<file path="src/rtl/seg7_scan_driver_pkg.sv">
`default_nettype none
// ============================================================================
// Module      : seg7_scan_driver_pkg
// Description : Shared types, segment table and parameter limits for the
//               seven-segment scan driver.
// Revision    : 1.0 - initial release
// ============================================================================
package seg7_scan_driver_pkg;

    typedef logic [3:0] nibble_t;
    typedef logic [6:0] seg_t;

    localparam int NUM_DIGITS_MIN = 1;
    localparam int NUM_DIGITS_MAX = 8;
    localparam int SCAN_DIV_MIN   = 2;
    localparam int SCAN_DIV_MAX   = 1 << 20;

    localparam seg_t SEG_OFF = 7'h7F;

    // Active-low a..g patterns, seg[6]=a down to seg[0]=g; entry 15 listed first.
    localparam logic [15:0][6:0] SEG_TABLE = {
        7'h38, 7'h30, 7'h42, 7'h31,   // F E d C
        7'h60, 7'h08, 7'h04, 7'h00,   // b A 9 8
        7'h0F, 7'h20, 7'h24, 7'h4C,   // 7 6 5 4
        7'h06, 7'h12, 7'h4F, 7'h01    // 3 2 1 0
    };

endpackage : seg7_scan_driver_pkg
`default_nettype wire

</file>
<file path="src/rtl/seg7_scan_driver_hex_to_seg7.sv">
`default_nettype none
// ============================================================================
// Module      : hex_to_seg7
// Description : Combinational hex nibble to active-low seven-segment decode.
// Revision    : 1.0 - initial release
// ============================================================================
module hex_to_seg7
    import seg7_scan_driver_pkg::*;
(
    input  logic [3:0] i_hex,
    output logic [6:0] o_seg
);

    assign o_seg = SEG_TABLE[i_hex];

endmodule : hex_to_seg7
`default_nettype wire

</file>
<file path="src/rtl/seg7_scan_driver.sv">
`default_nettype none
// ============================================================================
// Module      : seg7_scan_driver
// Description : Multiplexed seven-segment scan driver with frame-synchronous
//               display update. Define SEG7_LZ_BLANK_EN for leading-zero
//               blanking.
// Revision    : 1.0 - initial release
// ============================================================================
module seg7_scan_driver
    import seg7_scan_driver_pkg::*;
#(
    parameter int NUM_DIGITS = 4,
    parameter int SCAN_DIV   = 50000
) (
    input  logic                    clk,
    input  logic                    rst_n,
    input  logic [4*NUM_DIGITS-1:0] value,
    input  logic                    load,
    output logic [6:0]              seg,
    output logic [NUM_DIGITS-1:0]   an,
    output logic                    frame_tick
);

    localparam int c_cnt_w = $clog2(SCAN_DIV);
    localparam int c_idx_w = (NUM_DIGITS > 1) ? $clog2(NUM_DIGITS) : 1;

    localparam logic [c_cnt_w-1:0]    c_cnt_last = c_cnt_w'(SCAN_DIV - 1);
    localparam logic [c_cnt_w-1:0]    c_cnt_pre  = c_cnt_w'(SCAN_DIV - 2);
    localparam logic [c_idx_w-1:0]    c_idx_last = c_idx_w'(NUM_DIGITS - 1);
    localparam logic [NUM_DIGITS-1:0] c_an_one   = NUM_DIGITS'(1);

    generate
        if ((NUM_DIGITS < NUM_DIGITS_MIN) || (NUM_DIGITS > NUM_DIGITS_MAX) ||
            (SCAN_DIV < SCAN_DIV_MIN) || (SCAN_DIV > SCAN_DIV_MAX)) begin : g_bad_params
            $error("seg7_scan_driver: NUM_DIGITS or SCAN_DIV out of range");
        end
    endgenerate

    logic [c_cnt_w-1:0]      r_cnt;
    logic [c_idx_w-1:0]      r_idx;
    logic [4*NUM_DIGITS-1:0] r_shadow;
    logic [4*NUM_DIGITS-1:0] r_display;
    logic                    r_pending;
    logic [6:0]              r_seg;
    logic [NUM_DIGITS-1:0]   r_an;
    logic                    r_frame_tick;

    logic       w_cnt_last;
    logic       w_idx_last;
    logic       w_boundary;
    logic       w_tick_next;
    logic [3:0] w_digit;
    logic [6:0] w_seg_dec;
    logic [6:0] w_seg_next;

    assign w_cnt_last = (r_cnt == c_cnt_last);
    assign w_idx_last = (r_idx == c_idx_last);
    assign w_boundary = w_cnt_last && w_idx_last;
    // The cycle before a boundary always sits at the same idx, so registering
    // this lookahead makes frame_tick coincide exactly with the boundary cycle.
    assign w_tick_next = (r_cnt == c_cnt_pre) && w_idx_last;

    assign w_digit = r_display[4*r_idx +: 4];

    hex_to_seg7 u_hex_to_seg7 (
        .i_hex (w_digit),
        .o_seg (w_seg_dec)
    );

`ifdef SEG7_LZ_BLANK_EN
    logic [NUM_DIGITS-1:0] w_blank;

    generate
        for (genvar k = 0; k < NUM_DIGITS; k++) begin : g_blank
            if (k == 0) begin : g_lsd
                assign w_blank[k] = 1'b0;
            end else begin : g_upper
                assign w_blank[k] = (r_display[4*NUM_DIGITS-1:4*k] == '0);
            end
        end
    endgenerate

    assign w_seg_next = w_blank[r_idx] ? SEG_OFF : w_seg_dec;
`else
    assign w_seg_next = w_seg_dec;
`endif

    always_ff @(posedge clk) begin
        if (!rst_n) begin
            r_cnt <= '0;
            r_idx <= '0;
        end else if (w_cnt_last) begin
            r_cnt <= '0;
            r_idx <= w_idx_last ? '0 : r_idx + c_idx_w'(1);
        end else begin
            r_cnt <= r_cnt + c_cnt_w'(1);
        end
    end

    // A load on the boundary bypasses the shadow so it is never a frame late.
    always_ff @(posedge clk) begin
        if (!rst_n) begin
            r_shadow  <= '0;
            r_display <= '0;
            r_pending <= 1'b0;
        end else if (w_boundary) begin
            if (load) begin
                r_display <= value;
                r_pending <= 1'b0;
            end else if (r_pending) begin
                r_display <= r_shadow;
                r_pending <= 1'b0;
            end
        end else if (load) begin
            r_shadow  <= value;
            r_pending <= 1'b1;
        end
    end

    always_ff @(posedge clk) begin
        if (!rst_n) begin
            r_seg        <= SEG_OFF;
            r_an         <= '1;
            r_frame_tick <= 1'b0;
        end else begin
            r_seg        <= w_seg_next;
            r_an         <= ~(c_an_one << r_idx);
            r_frame_tick <= w_tick_next;
        end
    end

    assign seg        = r_seg;
    assign an         = r_an;
    assign frame_tick = r_frame_tick;

endmodule : seg7_scan_driver
`default_nettype wire
</file>
<file path="config.mk">
export PLATFORM = sky130hd
export DESIGN_NAME = seg7_scan_driver
export DESIGN_NICKNAME = d
export VERILOG_FILES = /design/src/rtl/seg7_scan_driver_pkg.sv /design/src/rtl/seg7_scan_driver_hex_to_seg7.sv /design/src/rtl/seg7_scan_driver.sv
export SDC_FILE = /design/constraint.sdc
export NUM_CORES = 1
export LEC_CHECK = 0
export CORE_ASPECT_RATIO = 1.1
export CORE_MARGIN = 4
export CORE_UTILIZATION = 45
export CTS_CLUSTER_SIZE = 14
export DETAILED_ROUTE_END_ITERATION = 6
export PLACE_DENSITY = 0.63
export SYNTH_ARGS = -nofsm -noshare
export SYNTH_HDL_FRONTEND = slang
export SYNTH_SLANG_ARGS = --single-unit
</file>
<file path="constraint.sdc">
create_clock -name clk -period 2.5 [get_ports clk]
set_input_delay 0.5 -clock clk [delete_from_list [all_inputs] [get_ports clk]]
set_output_delay 0.5 -clock clk [all_outputs]
set_load 0.005 [all_outputs]
</file>
* Word-level counts from Yosys, hierarchy flattened
Memory sizes are Yosys's and may differ from the RTL's. A register that Yosys moved wholly into a read port is not among the register bits.
Index checks and enable logic that the tools add are counted.
Widths: inputs -> output; s select.
** Storage, ports and cells
- Bits in registers :: 56
- Memory bits (read-only) :: 112
- Bits of input ports :: 19
- Output and inout bits :: 12
- Word-level logic and storage cells :: 29
- Memories kept :: 1
** Cells by class
- Add/subtract/negate cells :: 2
- Equal/unequal tests :: 3
- Shifts and indexed selects :: 2
- Multiplexer cells :: 3
- Bitwise operators :: 3
- Reduce and logical (&&, ||, !) cells :: 8
** Memories
- (no name shown) :: words 16, width 7, rd ports 1, clocked after memory_dff 1, wr ports 0, RTL line seg7_scan_driver_hex_to_seg7.sv:14 : assign o_seg = SEG_TABLE[i_hex];
** Operators by type and width (count)
- $eq 16x16->1 const B :: 2
- $mux 16 :: 2
- $add 16x1->16 const B :: 1
- $shiftx 16x5->4 :: 1
- $not 4->4 :: 1
- $reduce_and 2->1 :: 2
- $reduce_or 2->1 :: 2
- $shl 1x2->4 const A :: 1
- $add 2x1->2 const B :: 1
- $eq 2x2->1 const B :: 1
- $logic_and 1x1->1 :: 2
- $mux 2 :: 1
- $not 1->1 :: 2
- $reduce_bool 2->1 :: 1
- $logic_not 1->1 :: 1

* Depth between registers and ports, before layout
Gate-level depths: netlist of the first run.
- Depth in word-level cells :: 4
- Depth in mapped cells :: 8
- Gate-level depth less buffers :: 7

* By module
From an unflattened synthesis of the first run, not the netlist that was laid out.
** Unflattened totals
- Cell total of the unflattened synthesis :: 321
- Area total of the unflattened synthesis :: 3019.1 um^2
** Modules (own cells, without submodules)
- seg7_scan_driver :: times used 1, cells an instance 289, area an instance 2745.1 um^2, sequential area each 1261.2 um^2
- hex_to_seg7 :: times used 1, cells an instance 32, area an instance 274.0 um^2, sequential area each 0.0 um^2

* Worst setup path after synthesis of the first run
No wires, ideal clock.
- Path type :: reg2reg
- Start :: register r_idx[0]
- End :: register r_seg[0], in the netlist seg[0]
- Setup time :: 151 ps
- Data arrival time :: 1787 ps
- Required time :: 2349 ps
- Slack :: 562 ps
- Stages on the path, launching flop included :: 7
- Path buffers :: 1
- Period minus slack after synthesis :: 1938 ps
- Cell sequence :: dfxtp_1 buf_6 mux4_1 ha_1 mux2_2 nand2_1 o311ai_0
** Between the ends
- Cells in the longest elaborated chain, start to end :: 1
** Ends and longest elaborated chain
- from (decl) :: RTL line seg7_scan_driver.sv:40 : logic [c_idx_w-1:0] r_idx;
- from (signal assigned) :: RTL line seg7_scan_driver.sv:94 : r_idx <= w_idx_last ? '0 : r_idx + c_idx_w'(1);
- $shiftx 16x5->4 :: RTL line seg7_scan_driver.sv:63 : assign w_digit = r_display[4*r_idx +: 4];
- to (decl) :: RTL line seg7_scan_driver.sv:44 : logic [6:0] r_seg;
Every way passes these cells.
A chain may end at the register's enable or synchronous reset.

* Worst setup path after layout of the first run
Same ends and word-level chain as after synthesis.

==> results by group, run 1 <==
Timing
  – Sum Neg Setup Slack: 0 ps
  – Slew @ Worst Pin: 584 ps
  – Final Cycle Share: 86.8%
  – Setup Skew: 4.67 ps
  – Hold Fails Final Rpt: 0
  – RSZ-0062 raised after global routing: false
  – Achievable frequency: 0.461 GHz
  – Rel. slew slack: 61.0%
  – Max Slew Vio Count: 0
  – Final setup viols: 0
  – Final worst slack: 330 ps
  – Min cycle time layout: 2170 ps

Layout
  – Most common cell after layout, fill and taps aside: dfxtp_1
  – Most frequent cells in the layout: 63 x dfxtp_1, 37 x o21ai_0, 34 x nand2_1, 30 x clkdlybuf4s50_1, 24 x a21oi_1
  – Share of layout cells above drive strength 1: 12.5%
  – Growth of design area from synthesis to finish: 17.5%
  – # diodes: 0
  – Layout net count: 386
  – Post-route insts no fill: 441
  – Fillers: 634

Worst hold path
  – Worst Hold Depth: 2
  – HP Class: reg -> reg

Clock tree
  – Clock sinks: 63
  – Worst-skew pair later-pin latency: 330 ps
  – Max H-tree Level: 3
  – Clock transition at path regs: 60 ps
  – Hold_buf cts: 0
  – Longest Clk Path Bufs: 2
  – Postcts setup bufs: 0
  – Cts bufs inserted: 9
  – CTS tree: done
  – Clock root cell: clkbuf_8
  – # resized after CTS: 0

Detailed routing
  – Routed Wire Length: 5.94 mm
  – Routed Antenna Nets: 0
  – DR DRC count: 0
  – DR WL/cell: 13.5 um
  – TritonRoute pass-1 iters: 4
  – Vias post-DR: 2405
  – Drt first-iter violations: 133
  – Drt via density: 5.45

Global route
  – Largest net degree at the start of global routing: 47
  – Initial antenna violation count: 0
  – Tot GR Track Use: 15.6%
  – Total grt overflow: 0
  – Vias in the first global route: 2230
  – Wire length of the first global-routing pass: 10.1 mm

Placed design
  – Port Buffers: 30
  – Placed instance count: 426
  – DP Wirelength: 4.04 mm
  – GPL Wtd Cong: 0.743
  – Pre-CTS WS: 327 ps

Synth
  – Syn avg cell area: 9.11 um2
  – Post-Synthesis Cell Area: 0.00301 mm2
  – Yosys warns: 0
  – Post-synthesis sequential area ratio: 41.8%
  – Netlist cell types: 41
  – Synthesized Nets: 362
  – Synth Register Bits: 63
  – Synth Instances: 331
  – Post-synth top area share: 41.8%
  – Synth area leaders: dfxtp_1 42%, mux2_2 6.4%, o21ai_0 6.1%
  – Area leader, netlist: dfxtp_1

Critical path
  – Worst setup SP type: register
  – Critical path class: reg -> reg
  – Critical Path Fanout Max: 9
  – Crit-path cells: mux4_1 -> ha_1 -> mux2_2 -> nand2_1 -> o311ai_0
  – Crit path DAT: 2340 ps
  – WP data required: 2670 ps
  – CP max stage cell: mux4_1
  – Reg2reg path depth: 5
  – CP peak stage delay: 710 ps
  – Crit end category: register

Outcome
  – Status: completed

Run
  – Maxcap violations: 0

Power and ir drop
  – Leakage: 1.27 nW
  – Peak VDD IR: 0.351 mV
  – Pwr dens: 557 mW/mm2

Die
  – Chip width: 86.0 um
  – Die H: 93.8 um
  – Core Area: 0.00656 mm2
  – Initial Util: 46.0%
  – I/O pins: 31
  – Die Area: 0.00807 mm2
  – Rows: 31
==> sequential cells by signal (all words and copies together) (netlist names) <==
signal      count
an              4
frame_tick      1
r_cnt          16
r_display      16
r_idx           2
r_pending       1
r_shadow       16
seg             7
==> through the flow <==
stage	hold WS (ps)	power (mW)	area [um2]	utilization (%)
3_5_place_dp	449	1.20	3370	51.3
6_report	454	1.97	3540	54.0
3_3_place_gp	439	1.20	3370	51.3
5_1_grt	481	2.05	3540	54.0
2_1_floorplan	431	1.14	3010	-
4_1_cts	458	2.00	3540	54.0
==> cell usage after synthesis, drive strengths merged <==
cell type,count
a211oi,1
a21oi,24
and2,1
and3,3
and4,4
and4b,1
and4bb,1
buf,13
clkbuf,12
dfxtp,63
ha,12
inv,8
mux2,18
mux2i,1
mux4,4
nand2,34
nand3,10
nand3b,16
nand4,23
nor2,16
nor3,3
nor4,1
o211ai,2
o21a,1
o21ai,37
o221ai,2
o2bb2ai,1
o311ai,1
o31ai,1
or2,1
or2b,1
or3,3
or4,1
xnor2,4
xor2,7
==> power by group <==
group	switching, mW	internal, mW	total, mW
Clock	0.355	0.438	0.793
Combinational	0.0648	0.0751	0.140
Sequential	0.0121	1.03	1.04
Total	0.432	1.54	1.97
==> final timing paths <==
kind                        startpoint                   endpoint  slack, ps
max              r_idx[0]$_SDFFE_PN0N_          seg[0]$_SDFF_PN1_        330
min          r_display[9]$_SDFFE_PN0P_  r_display[9]$_SDFFE_PN0P_        450
max reg2reg      r_idx[0]$_SDFFE_PN0N_          seg[0]$_SDFF_PN1_        330
min reg2reg  r_display[9]$_SDFFE_PN0P_  r_display[9]$_SDFFE_PN0P_        450
==> critical path, delay by kind of cell (launching register included) <==
| kind | cells | cell delay [ps] |
|---|---|---|
| fa+ha+maj | 1 | 300 |
| compound gates | 1 | 120 |
| flops | 1 | 550 |
| mux | 2 | 980 |
| simple gates | 1 | 60 |
==> layer usage <==
layer | up-vias | global-route usage, % | wire (um)
met4 | 0 | 7.12 | 98
met2 | 41 | 23.7 | 2590
li1 | 1240 | - | -
met3 | 9 | 2.81 | 228
met5 | - | 0 | 0
met1 | 1115 | 21.4 | 3020
==> cell families after synthesis <==
group	count (synthesis)	share of synthesized area, %
adder cells (fa/ha/maj)	12	4.98
AO/OA/AOI/OAI	70	12.5
XOR/XNOR	11	3.20
AND/OR/NAND/NOR	119	21.8
multiplexers	23	10.5
buffers and inverters	33	5.11
flip-flops	63	41.8
==> cell type report <==
class | instances | area, um2 | share of cell area (%)
Clock buffer | 15 | 176 | 4.98
Inverter | 8 | 30.0 | 0.848
Multi-Input combinational cell | 235 | 1600 | 45.1
Sequential cell | 63 | 1260 | 35.6
Tap cell | 82 | 103 | 2.90
Timing Repair Buffer | 38 | 373 | 10.5
No activity file was read; power rests on OpenSTA's default activity.
==> run 2, diff against run 1 <==
--- a/config.mk
+++ b/config.mk
@@ -5,6 +5,7 @@
 export SDC_FILE = /design/constraint.sdc
 export NUM_CORES = 1
 export LEC_CHECK = 0
+export CAP_MARGIN = 0
 export CORE_ASPECT_RATIO = 1.1
 export CORE_MARGIN = 4
 export CORE_UTILIZATION = 45
==> results of run 2 <==
The final DEF is identical to that of run 1; final timing and power are the same.
